$ cat config.mk
export PLATFORM = sky130hd
export DESIGN_NAME = uart_rx_flat
export DESIGN_NICKNAME = d
export VERILOG_FILES = /design/src/rtl/uart_pkg.sv /design/src/rtl/uart_rx_if.sv /design/src/rtl/mod_m_counter.sv /design/src/rtl/uart_rx.sv /design/src/flat_wrapper.sv
export SDC_FILE = /design/constraint.sdc
export NUM_CORES = 1
export LEC_CHECK = 0
export BUFFER_PORTS_ARGS = -buffer_cell sky130_fd_sc_hd__buf_2
export CAP_MARGIN = 25
export CORE_MARGIN = 1.5
export CORE_UTILIZATION = 30
export DETAILED_ROUTE_END_ITERATION = 8
export GPL_ROUTABILITY_DRIVEN = 0
export PLACE_DENSITY = 0.44
export SETUP_SLACK_MARGIN = 0.3
export SLEW_MARGIN = 10
export SYNTH_ARGS = -nofsm -noshare
export SYNTH_HDL_FRONTEND = slang
export SYNTH_HIERARCHICAL = 1
export SYNTH_SLANG_ARGS = --single-unit
$ cat constraint.sdc
create_clock -name clk -period 2.1 [get_ports clk]
set_input_delay 0.105 -clock clk [delete_from_list [all_inputs] [get_ports clk]]
set_output_delay 0.105 -clock clk [all_outputs]
set_load 0.02 [all_outputs]
$ cat src/rtl/uart_pkg.sv
// Shared UART definitions: FSM encoding, oversampling constants and
// baud-rate divider values for a 50 MHz system clock at 9600 baud.
package uart_pkg;

    typedef enum logic [1:0] {
        IDLE  = 2'b00,
        START = 2'b01,
        DATA  = 2'b10,
        STOP  = 2'b11
    } uart_state_t;

    localparam int OVERSAMPLE = 16;
    localparam int MID_TICK   = 7;

    localparam int SYS_CLK_HZ = 50_000_000;
    localparam int BAUD_RATE  = 9600;
    // Rounded divide: clocks per 16x oversample tick (evaluates to 326).
    localparam int BAUD_DIV   = (SYS_CLK_HZ + (BAUD_RATE * OVERSAMPLE) / 2)
                                / (BAUD_RATE * OVERSAMPLE);
    localparam int BAUD_CNT_W = 9;

endpackage

$ cat src/rtl/uart_rx_if.sv
// Consumer-side bus of the UART receiver: holding register, status flags
// and the read-acknowledge strobe.
interface uart_rx_if #(
    parameter int DATA_BITS = 8
);
    logic [DATA_BITS-1:0] parallel_rx_out;
    logic                 rx_valid;
    logic                 rd_ack;
    logic                 frame_err;
    logic                 overrun_err;
    logic                 rx_busy;

    modport master (
        output parallel_rx_out, rx_valid, frame_err, overrun_err, rx_busy,
        input  rd_ack
    );

    modport slave (
        input  parallel_rx_out, rx_valid, frame_err, overrun_err, rx_busy,
        output rd_ack
    );
endinterface

$ cat src/rtl/mod_m_counter.sv
// Free-running modulo-M counter; max_tick is high for the one clock where
// the count sits at M-1 just before wrapping.
module mod_m_counter #(
    parameter int N = 9,
    parameter int M = 326
) (
    input  logic clk,
    input  logic rst_n,
    output logic max_tick
);
    logic [N-1:0] r_q;
    logic         w_wrap;

    assign w_wrap   = (r_q == N'(M - 1));
    assign max_tick = w_wrap;

    always_ff @(posedge clk or negedge rst_n) begin
        if (!rst_n)      r_q <= '0;
        else if (w_wrap) r_q <= '0;
        else             r_q <= r_q + N'(1);
    end
endmodule

$ cat src/rtl/uart_rx.sv
// 8N1 UART receiver with 16x oversampling, mid-bit sampling and a
// valid/ack holding register with sticky frame and overrun flags.
module uart_rx
    import uart_pkg::*;
#(
    parameter int CLK_DIV   = BAUD_DIV,
    parameter int CNT_W     = BAUD_CNT_W,
    parameter int DATA_BITS = 8
) (
    input  logic     clk,
    input  logic     rst,
    input  logic     serial_rx,
    uart_rx_if.master rx_if
);
    localparam int NW = $clog2(DATA_BITS);

    logic                 r_sync1, r_rx_s, r_rx_s_d;
    logic                 w_tick;
    uart_state_t          r_state, w_state_nxt;
    logic [3:0]           r_s_cnt, w_s_cnt_nxt;
    logic [NW-1:0]        r_n_cnt, w_n_cnt_nxt;
    logic [DATA_BITS-1:0] r_shift, w_shift_nxt;
    logic                 w_load, w_ferr_set;
    logic [DATA_BITS-1:0] r_data;
    logic                 r_valid, r_ferr, r_ovr;

    // Line idles high, so the synchronizer resets to 1 to avoid a false edge.
    always_ff @(posedge clk or negedge rst) begin
        if (!rst) begin
            r_sync1  <= 1'b1;
            r_rx_s   <= 1'b1;
            r_rx_s_d <= 1'b1;
        end else begin
            r_sync1  <= serial_rx;
            r_rx_s   <= r_sync1;
            r_rx_s_d <= r_rx_s;
        end
    end

    mod_m_counter #(.N(CNT_W), .M(CLK_DIV)) u_tick (
        .clk      (clk),
        .rst_n    (rst),
        .max_tick (w_tick)
    );

    always_ff @(posedge clk or negedge rst) begin
        if (!rst) begin
            r_state <= IDLE;
            r_s_cnt <= '0;
            r_n_cnt <= '0;
            r_shift <= '0;
        end else begin
            r_state <= w_state_nxt;
            r_s_cnt <= w_s_cnt_nxt;
            r_n_cnt <= w_n_cnt_nxt;
            r_shift <= w_shift_nxt;
        end
    end

    always_comb begin
        w_state_nxt = r_state;
        w_s_cnt_nxt = r_s_cnt;
        w_n_cnt_nxt = r_n_cnt;
        w_shift_nxt = r_shift;
        w_load      = 1'b0;
        w_ferr_set  = 1'b0;
        case (r_state)
            IDLE: begin
                // Edge-triggered arming: a line stuck low never restarts.
                if (r_rx_s_d && !r_rx_s) begin
                    w_state_nxt = START;
                    w_s_cnt_nxt = '0;
                end
            end
            START: begin
                if (w_tick) begin
                    if (r_s_cnt == 4'(MID_TICK)) begin
                        if (!r_rx_s) begin
                            w_state_nxt = DATA;
                            w_s_cnt_nxt = '0;
                            w_n_cnt_nxt = '0;
                        end else begin
                            w_state_nxt = IDLE;
                        end
                    end else begin
                        w_s_cnt_nxt = r_s_cnt + 4'd1;
                    end
                end
            end
            DATA: begin
                if (w_tick) begin
                    if (r_s_cnt == 4'(OVERSAMPLE - 1)) begin
                        w_shift_nxt = {r_rx_s, r_shift[DATA_BITS-1:1]};
                        w_s_cnt_nxt = '0;
                        if (r_n_cnt == NW'(DATA_BITS - 1)) w_state_nxt = STOP;
                        else                               w_n_cnt_nxt = r_n_cnt + NW'(1);
                    end else begin
                        w_s_cnt_nxt = r_s_cnt + 4'd1;
                    end
                end
            end
            STOP: begin
                if (w_tick) begin
                    if (r_s_cnt == 4'(OVERSAMPLE - 1)) begin
                        w_state_nxt = IDLE;
                        w_s_cnt_nxt = '0;
                        if (r_rx_s) w_load     = 1'b1;
                        else        w_ferr_set = 1'b1;
                    end else begin
                        w_s_cnt_nxt = r_s_cnt + 4'd1;
                    end
                end
            end
        endcase
    end

    // A load coinciding with rd_ack counts as consumed-then-refilled: no overrun.
    always_ff @(posedge clk or negedge rst) begin
        if (!rst) begin
            r_data  <= '0;
            r_valid <= 1'b0;
            r_ferr  <= 1'b0;
            r_ovr   <= 1'b0;
        end else if (w_load) begin
            r_data  <= r_shift;
            r_valid <= 1'b1;
            r_ferr  <= 1'b0;
            r_ovr   <= r_valid & ~rx_if.rd_ack;
        end else begin
            if (rx_if.rd_ack && r_valid) begin
                r_valid <= 1'b0;
                r_ovr   <= 1'b0;
            end
            if (w_ferr_set) r_ferr <= 1'b1;
        end
    end

    assign rx_if.parallel_rx_out = r_data;
    assign rx_if.rx_valid        = r_valid;
    assign rx_if.frame_err       = r_ferr;
    assign rx_if.overrun_err     = r_ovr;
    assign rx_if.rx_busy         = (r_state != IDLE);

endmodule

$ cat src/flat_wrapper.sv
// flat-port wrapper written by rule: the top's interface ports become plain ports
module uart_rx_flat import uart_pkg::*;
#(
    parameter int CLK_DIV   = BAUD_DIV,
    parameter int CNT_W     = BAUD_CNT_W,
    parameter int DATA_BITS = 8
)
  (clk, rst, serial_rx, rx_if_parallel_rx_out, rx_if_rx_valid, rx_if_frame_err, rx_if_overrun_err, rx_if_rx_busy, rx_if_rd_ack);
  uart_rx_if #(.DATA_BITS(DATA_BITS)) rx_if_i ();
  input  logic clk;
  input  logic rst;
  input  logic serial_rx;
  output wire logic [$bits(rx_if_i.parallel_rx_out)-1:0] rx_if_parallel_rx_out;
  output wire logic [$bits(rx_if_i.rx_valid)-1:0] rx_if_rx_valid;
  output wire logic [$bits(rx_if_i.frame_err)-1:0] rx_if_frame_err;
  output wire logic [$bits(rx_if_i.overrun_err)-1:0] rx_if_overrun_err;
  output wire logic [$bits(rx_if_i.rx_busy)-1:0] rx_if_rx_busy;
  input wire logic [$bits(rx_if_i.rd_ack)-1:0] rx_if_rd_ack;
  assign rx_if_parallel_rx_out = rx_if_i.parallel_rx_out;
  assign rx_if_rx_valid = rx_if_i.rx_valid;
  assign rx_if_frame_err = rx_if_i.frame_err;
  assign rx_if_overrun_err = rx_if_i.overrun_err;
  assign rx_if_rx_busy = rx_if_i.rx_busy;
  assign rx_if_i.rd_ack = rx_if_rd_ack;
  uart_rx #(.CLK_DIV(CLK_DIV), .CNT_W(CNT_W), .DATA_BITS(DATA_BITS)) u_core (.clk(clk), .rst(rst), .serial_rx(serial_rx), .rx_if(rx_if_i));
endmodule
Word level (Yosys, flattened, before mapping)
Cells that the tools add are included.
{"block": "classes", "n_reduce_logical": 13, "n_mux": 38, "eq_ne": 19, "n_addsub": 3, "bitwise_logic": 2}
{"cell": "two-way mux 4 bit", "n": 6}
{"cell": "two-way mux 2 bit", "n": 9}
{"cell": "two-way mux 3 bit", "n": 6}
{"cell": "two-way mux 1 bit", "n": 13}
{"cell": "inequality test 2 x 1 -> 1 bit, second input constant", "n": 6}
{"cell": "one-hot mux 4 bit (3 select lines)", "n": 1}
{"cell": "inequality test 2 bit, second input constant", "n": 5}
{"cell": "adder 9 x 1 -> 9 bit, second input constant", "n": 1}
{"cell": "== test 9 bit, second input constant", "n": 1}
{"cell": "two-way mux 9 bit", "n": 1}
{"cell": "one-hot mux 2 bit (4 select lines)", "n": 1}
{"cell": "AND reduction 8 bit", "n": 1}
{"cell": "nonzero test 2 bit", "n": 4}
{"cell": "AND reduction 7 bit", "n": 1}
{"cell": "one-hot mux 3 bit (2 select lines)", "n": 1}
{"cell": "adder 4 x 1 -> 4 bit, second input constant", "n": 1}
{"cell": "== test 2 bit, second input constant", "n": 2}
{"cell": "== test 4 x 3 -> 1 bit, second input constant", "n": 1}
{"cell": "== test 4 bit, second input constant", "n": 1}
{"cell": "AND reduction 4 bit", "n": 1}
{"cell": "adder 3 x 1 -> 3 bit, second input constant", "n": 1}
{"cell": "== test 3 bit, second input constant", "n": 1}
{"cell": "inequality test 3 bit, second input constant", "n": 1}
{"cell": "AND reduction 3 bit", "n": 1}
{"cell": "7 further kinds", "n": 8}
{"block": "totals", "in_bits": 4, "elab_cells": 87, "ff_bits": 40}

Depth between registers and ports, before layout
{"block": "depth", "ltp_word": 6, "depth_mapped": 9, "mapped_depth_nobuf": 8}

By module
Netlist, hierarchy kept.
{"module": "uart_rx", "cells_per_inst": 108, "n_inst": 1, "seq_area_each_um2": 779.5, "area_per_inst_um2": 1398.8}
{"module": "mod_m_counter", "cells_per_inst": 40, "n_inst": 1, "seq_area_each_um2": 225.2, "area_per_inst_um2": 417.9}

Least setup slack after synthesis
No wires, ideal clock.
{"block": "synth_path", "path_kind": "register -> register", "startpoint": "reg u_core.u_tick.r_q[1]", "endpoint": "reg u_core.r_data[0], in the netlist u_core/rx_if.parallel_rx_out[0]", "arrival_ns": 2.087, "stages_incl_launch_ff": 9, "slack_ns": -0.112, "period_less_slack_ns": 2.212, "cell_sequence": "dfrtp_1 -> inv_1 -> ha_1 -> nand4bb_1 -> nor2_1 -> nand4_2 -> or3_4 -> buf_6 -> mux2_4"}
{"block": "synth_via", "elab_chain_len": 3}
{"element": "start: declaration", "line_no": "mod_m_counter.sv:11", "rtl": "logic [N-1:0] r_q;"}
{"element": "start signal: assignment", "line_no": "mod_m_counter.sv:20", "rtl": "else r_q <= r_q + N'(1);"}
{"element": "== test 9 bit", "line_no": "mod_m_counter.sv:14", "rtl": "assign w_wrap = (r_q == N'(M - 1));"}
{"element": "named net u_core.w_tick", "line_no": "uart_rx.sv:18", "rtl": "logic w_tick;"}
{"element": "two-way mux 1 bit", "line_no": "uart_rx.sv:103", "rtl": "if (w_tick) begin"}
{"element": "two-way mux 1 bit", "line_no": "uart_rx.sv:67", "rtl": "case (r_state)"}
{"element": "end signal: assignment", "line_no": "uart_rx.sv:125", "rtl": "r_data <= r_shift;"}
{"element": "end: declaration", "line_no": "uart_rx.sv:24", "rtl": "logic [DATA_BITS-1:0] r_data;"}
The timed path passes the listed nets, and every way through them passes these cells.
A chain may end at the register's enable or synchronous reset.

Worst setup path in the final report
{"block": "layout_path", "startpoint": "reg u_core.u_tick.r_q[1]", "endpoint": "reg u_core.r_data[3], in the netlist u_core/rx_if.parallel_rx_out[3]"}
The elaborated chain is that of the path after synthesis.

==> results.cfg <==
[power]
p_int_mw = 1.31
seqPwrFrac_pct = 49.0
swShare_pct = 24.8
pwr_density_cell_mw_per_mm2 = 750
peakVddDrop_mv = 0.370
leakage_nw = 1.09
comb_power_share_pct = 13.2
clockPowerShare_pct = 37.8
p_sw_uw = 430

[finish]
area_growth_pct = 27.3
finish.instance_area_sq_mm = 0.00231
final_cells = 257
layout.nets = 190
n_fill_cell = 582
seqCellArea_sq_mm = 0.00100
antennaDiodeCount = 0
multiInputGateArea_sq_um = 871
drive_gt1_share_pct = 39.6

[synth]
seq_area_frac_synth_pct = 55.3
yosys_warnings = 6
synth_area_sq_mm = 0.00182
synth_flop_cell = dfrtp_1
synth_cells = 148
yosys-top-cells-count = dfrtp_1, mux2_2, nor2_1, nand2_1
synthesis.nets = 157
synth_top_area_share_pct = 51.0
synth-async-reset-ratio_pct = 100
synth.most_common_cell = dfrtp_1
syn_avg_cell_area_sq_um = 12.3
yosys_register_bits = 40
netlist_top_cells_area = dfrtp_1, mux2_2, mux2_4, dfstp_2, ha_1
synth_edf_count = 0
yosysTopAreaCell = dfrtp_1
ys_types = 36

[placed_design]
dpl_cell_area_sq_mm = 0.00200
port_buffers = 15
dp.final_hpwl_mm = 2.17
post-place-cells = 238

[route]
ant_nets = 0
wire_per_inst_um = 12.9
drtPass1Iterations = 4
finalWirelength_mm = 3.32
dr_total_vias = 1202
vias_per_cell = 4.68
drt_iter0_drc = 24
drc = 0

[worst_setup_path]
reg2reg_depth = 7
endpoint_kind = flop
path_class = flop to flop
critPathLaunchType = flop
cp_cell_sequence = inv_1 -> ha_1 -> nand4bb_1 -> nor2_4 -> nand4_4 -> or3_4 -> mux2_4
path_depth = 7
slowest_stage = or3_4
worstPathMaxFanout = 6
crit_buf_inv = 1
timing.rr.start = u_core/u_tick/r_q[1]
crit_path_max_incr_delay_ns = 0.47
cp.required_ns = 2.29
timing.rr.end = u_core/rx_if.parallel_rx_out[3]
arrival_ns = 2.08
r2r_slack_ns = 0.20
crit_path_start = u_core/u_tick/r_q[1]
cp-endpoint = u_core/rx_if.parallel_rx_out[3]
path_delay_family = simple AND/OR/NAND/NOR gates

[global_routing]
grt-ovfl-total = 0
grt.busiest_layer = met2
grt_first_pass_wirelength_mm = 5.56
grtUsageMet1_pct = 15.5
grt_pass1_vias = 1182
gr-usage-met3_pct = 3.48
antenna_found_initial = 0
grt_max_degree = 41
grt_use_total_pct = 11.5
use_met2_pct = 16.3

[clock_tree]
cts_made_buffers = 5
clk_latency_ns = 0.29
clk_pin_slew_ns = 0.08
ctsHtreeMaxLevel = 2
cts_tree = done
clk_path_buf_depth = 2
clock-sinks = 40
clockRootBuffer = clkbuf_8

[sta]
period_needed_ns = 1.90
tightestPinTransition_ns = 0.703
finalHoldViolCount = 0
min_period_over_period_pct = 90.4
fmax_mhz = 527
setup_violations = 0
fin_tns_setup_ns = 0
fin_skew_ns = 0.00642
grt_setup_unrepaired = true
drv_slew = 0
slew_headroom_pct = 52.4

[min_path]
hold_path.class = input port to asynchronous set/reset pin

[die]
initial_core_util_pct = 30.9
die_x_um = 80.8
die_area_sq_mm = 0.00653
fp-row-count = 28
core_area_sq_mm = 0.00589
die_h_um = 80.8
ios = 16

[flow_run]
maxCapViolCount = 0

[outcome]
outcome = finished, final reports clean
logic make-up after synthesis:
| kind of cell | synth area share (%) |
|---|---|
| compound gates | 7.16 |
| xor+xnor | 2.41 |
| fa+ha+maj | 3.44 |
| buf+inv | 2.62 |
| flops | 55.3 |
| mux | 14.5 |
| simple gates | 14.6 |
routing by layer:
| layer | vias to the layer above | wire length, um |
|---|---|---|
| met5 | - | 0 |
| met4 | 0 | 69 |
| met3 | 7 | 149 |
| met2 | 22 | 1480 |
| met1 | 588 | 1620 |
| li1 | 585 | - |
sequential cells by signal, indices dropped and copies added (netlist names), named ones only:
signal	cells
u_core/rx_if.parallel_rx_out	8
u_core/r_rx_s_d	1
u_core/r_rx_s	1
u_core/rx_if.rx_valid	1
u_core/r_s_cnt	4
u_core/r_n_cnt	3
u_core/r_sync1	1
u_core/r_shift	8
u_core/u_tick/r_q	9
u_core/rx_if.frame_err	1
u_core/rx_if.overrun_err	1
u_core/r_state	1
cells in the final DEF, fill, tap and decap left out, types with 4 or more instances in the layout:
cell type  netlist  final
nand3_1          5      4
a21oi_1          5      5
ha_1             5      4
o21ai_0          7      7
buf_2            2     15
buf_4            0      8
nand2_1          8      7
mux2_4           7      9
mux2_2          14     12
clkbuf_8         0      6
nor2_1          11      9
dfrtp_1         37     37
inv_1            7      7
timing repair:
action / in CTS / in global routing
pin swaps: 4 / 5
setup buffers: 5 / 1
cloned: 1 / 0
hold buffers: 3 / 0
hold endpoints to repair: 39 / 0
resized for setup: 5 / 11
setup endpoints to repair: 17 / 25
metrics by stage:
step	util [%]	hold WS, ns	worst slack, ns	power, mW
after floorplan	-	-0.191	0.106	1.01
after global placement	34.0	0.212	0.139	1.06
after detailed placement	34.0	0.211	0.0803	1.06
after CTS	37.7	0.360	0.137	1.75
after global routing	39.3	0.235	0.125	1.83
final	39.3	0.223	0.202	1.74
worst min path at each step:
stage	startpoint	to	slack, ns	cells past startpoint
floorplan	rst	asynchronous set/reset pin	-0.19	0
global placement	serial_rx	u_core/r_sync1	0.21	1
detailed placement	serial_rx	u_core/r_sync1	0.21	1
CTS	u_core/r_sync1	u_core/r_rx_s	0.36	0
global route	rst	u_core/u_tick/r_q[1]	0.23	2
finish	rst	u_core/u_tick/r_q[5]	0.22	2
layout make-up:
class | count | area share (%)
repair buffers | 28 | 8.49
clock buffers | 6 | 3.57
clock inverters | 2 | 1.68
multi-input cells | 99 | 37.6
inverters | 7 | 1.14
flip-flops and latches | 40 | 43.4
well taps | 75 | 4.06
power by group through the flow:
| stage | Combinational [mW] | Clock, mW | Sequential [mW] |
|---|---|---|---|
| global placement | 0.202 | 0 | 0.860 |
| detailed placement | 0.202 | 0 | 0.862 |
| floorplan | 0.172 | 0 | 0.837 |
| CTS | 0.208 | 0.694 | 0.846 |
| global route | 0.260 | 0.714 | 0.857 |
| finish | 0.230 | 0.656 | 0.850 |
No activity file was read; power rests on OpenSTA's default activity.
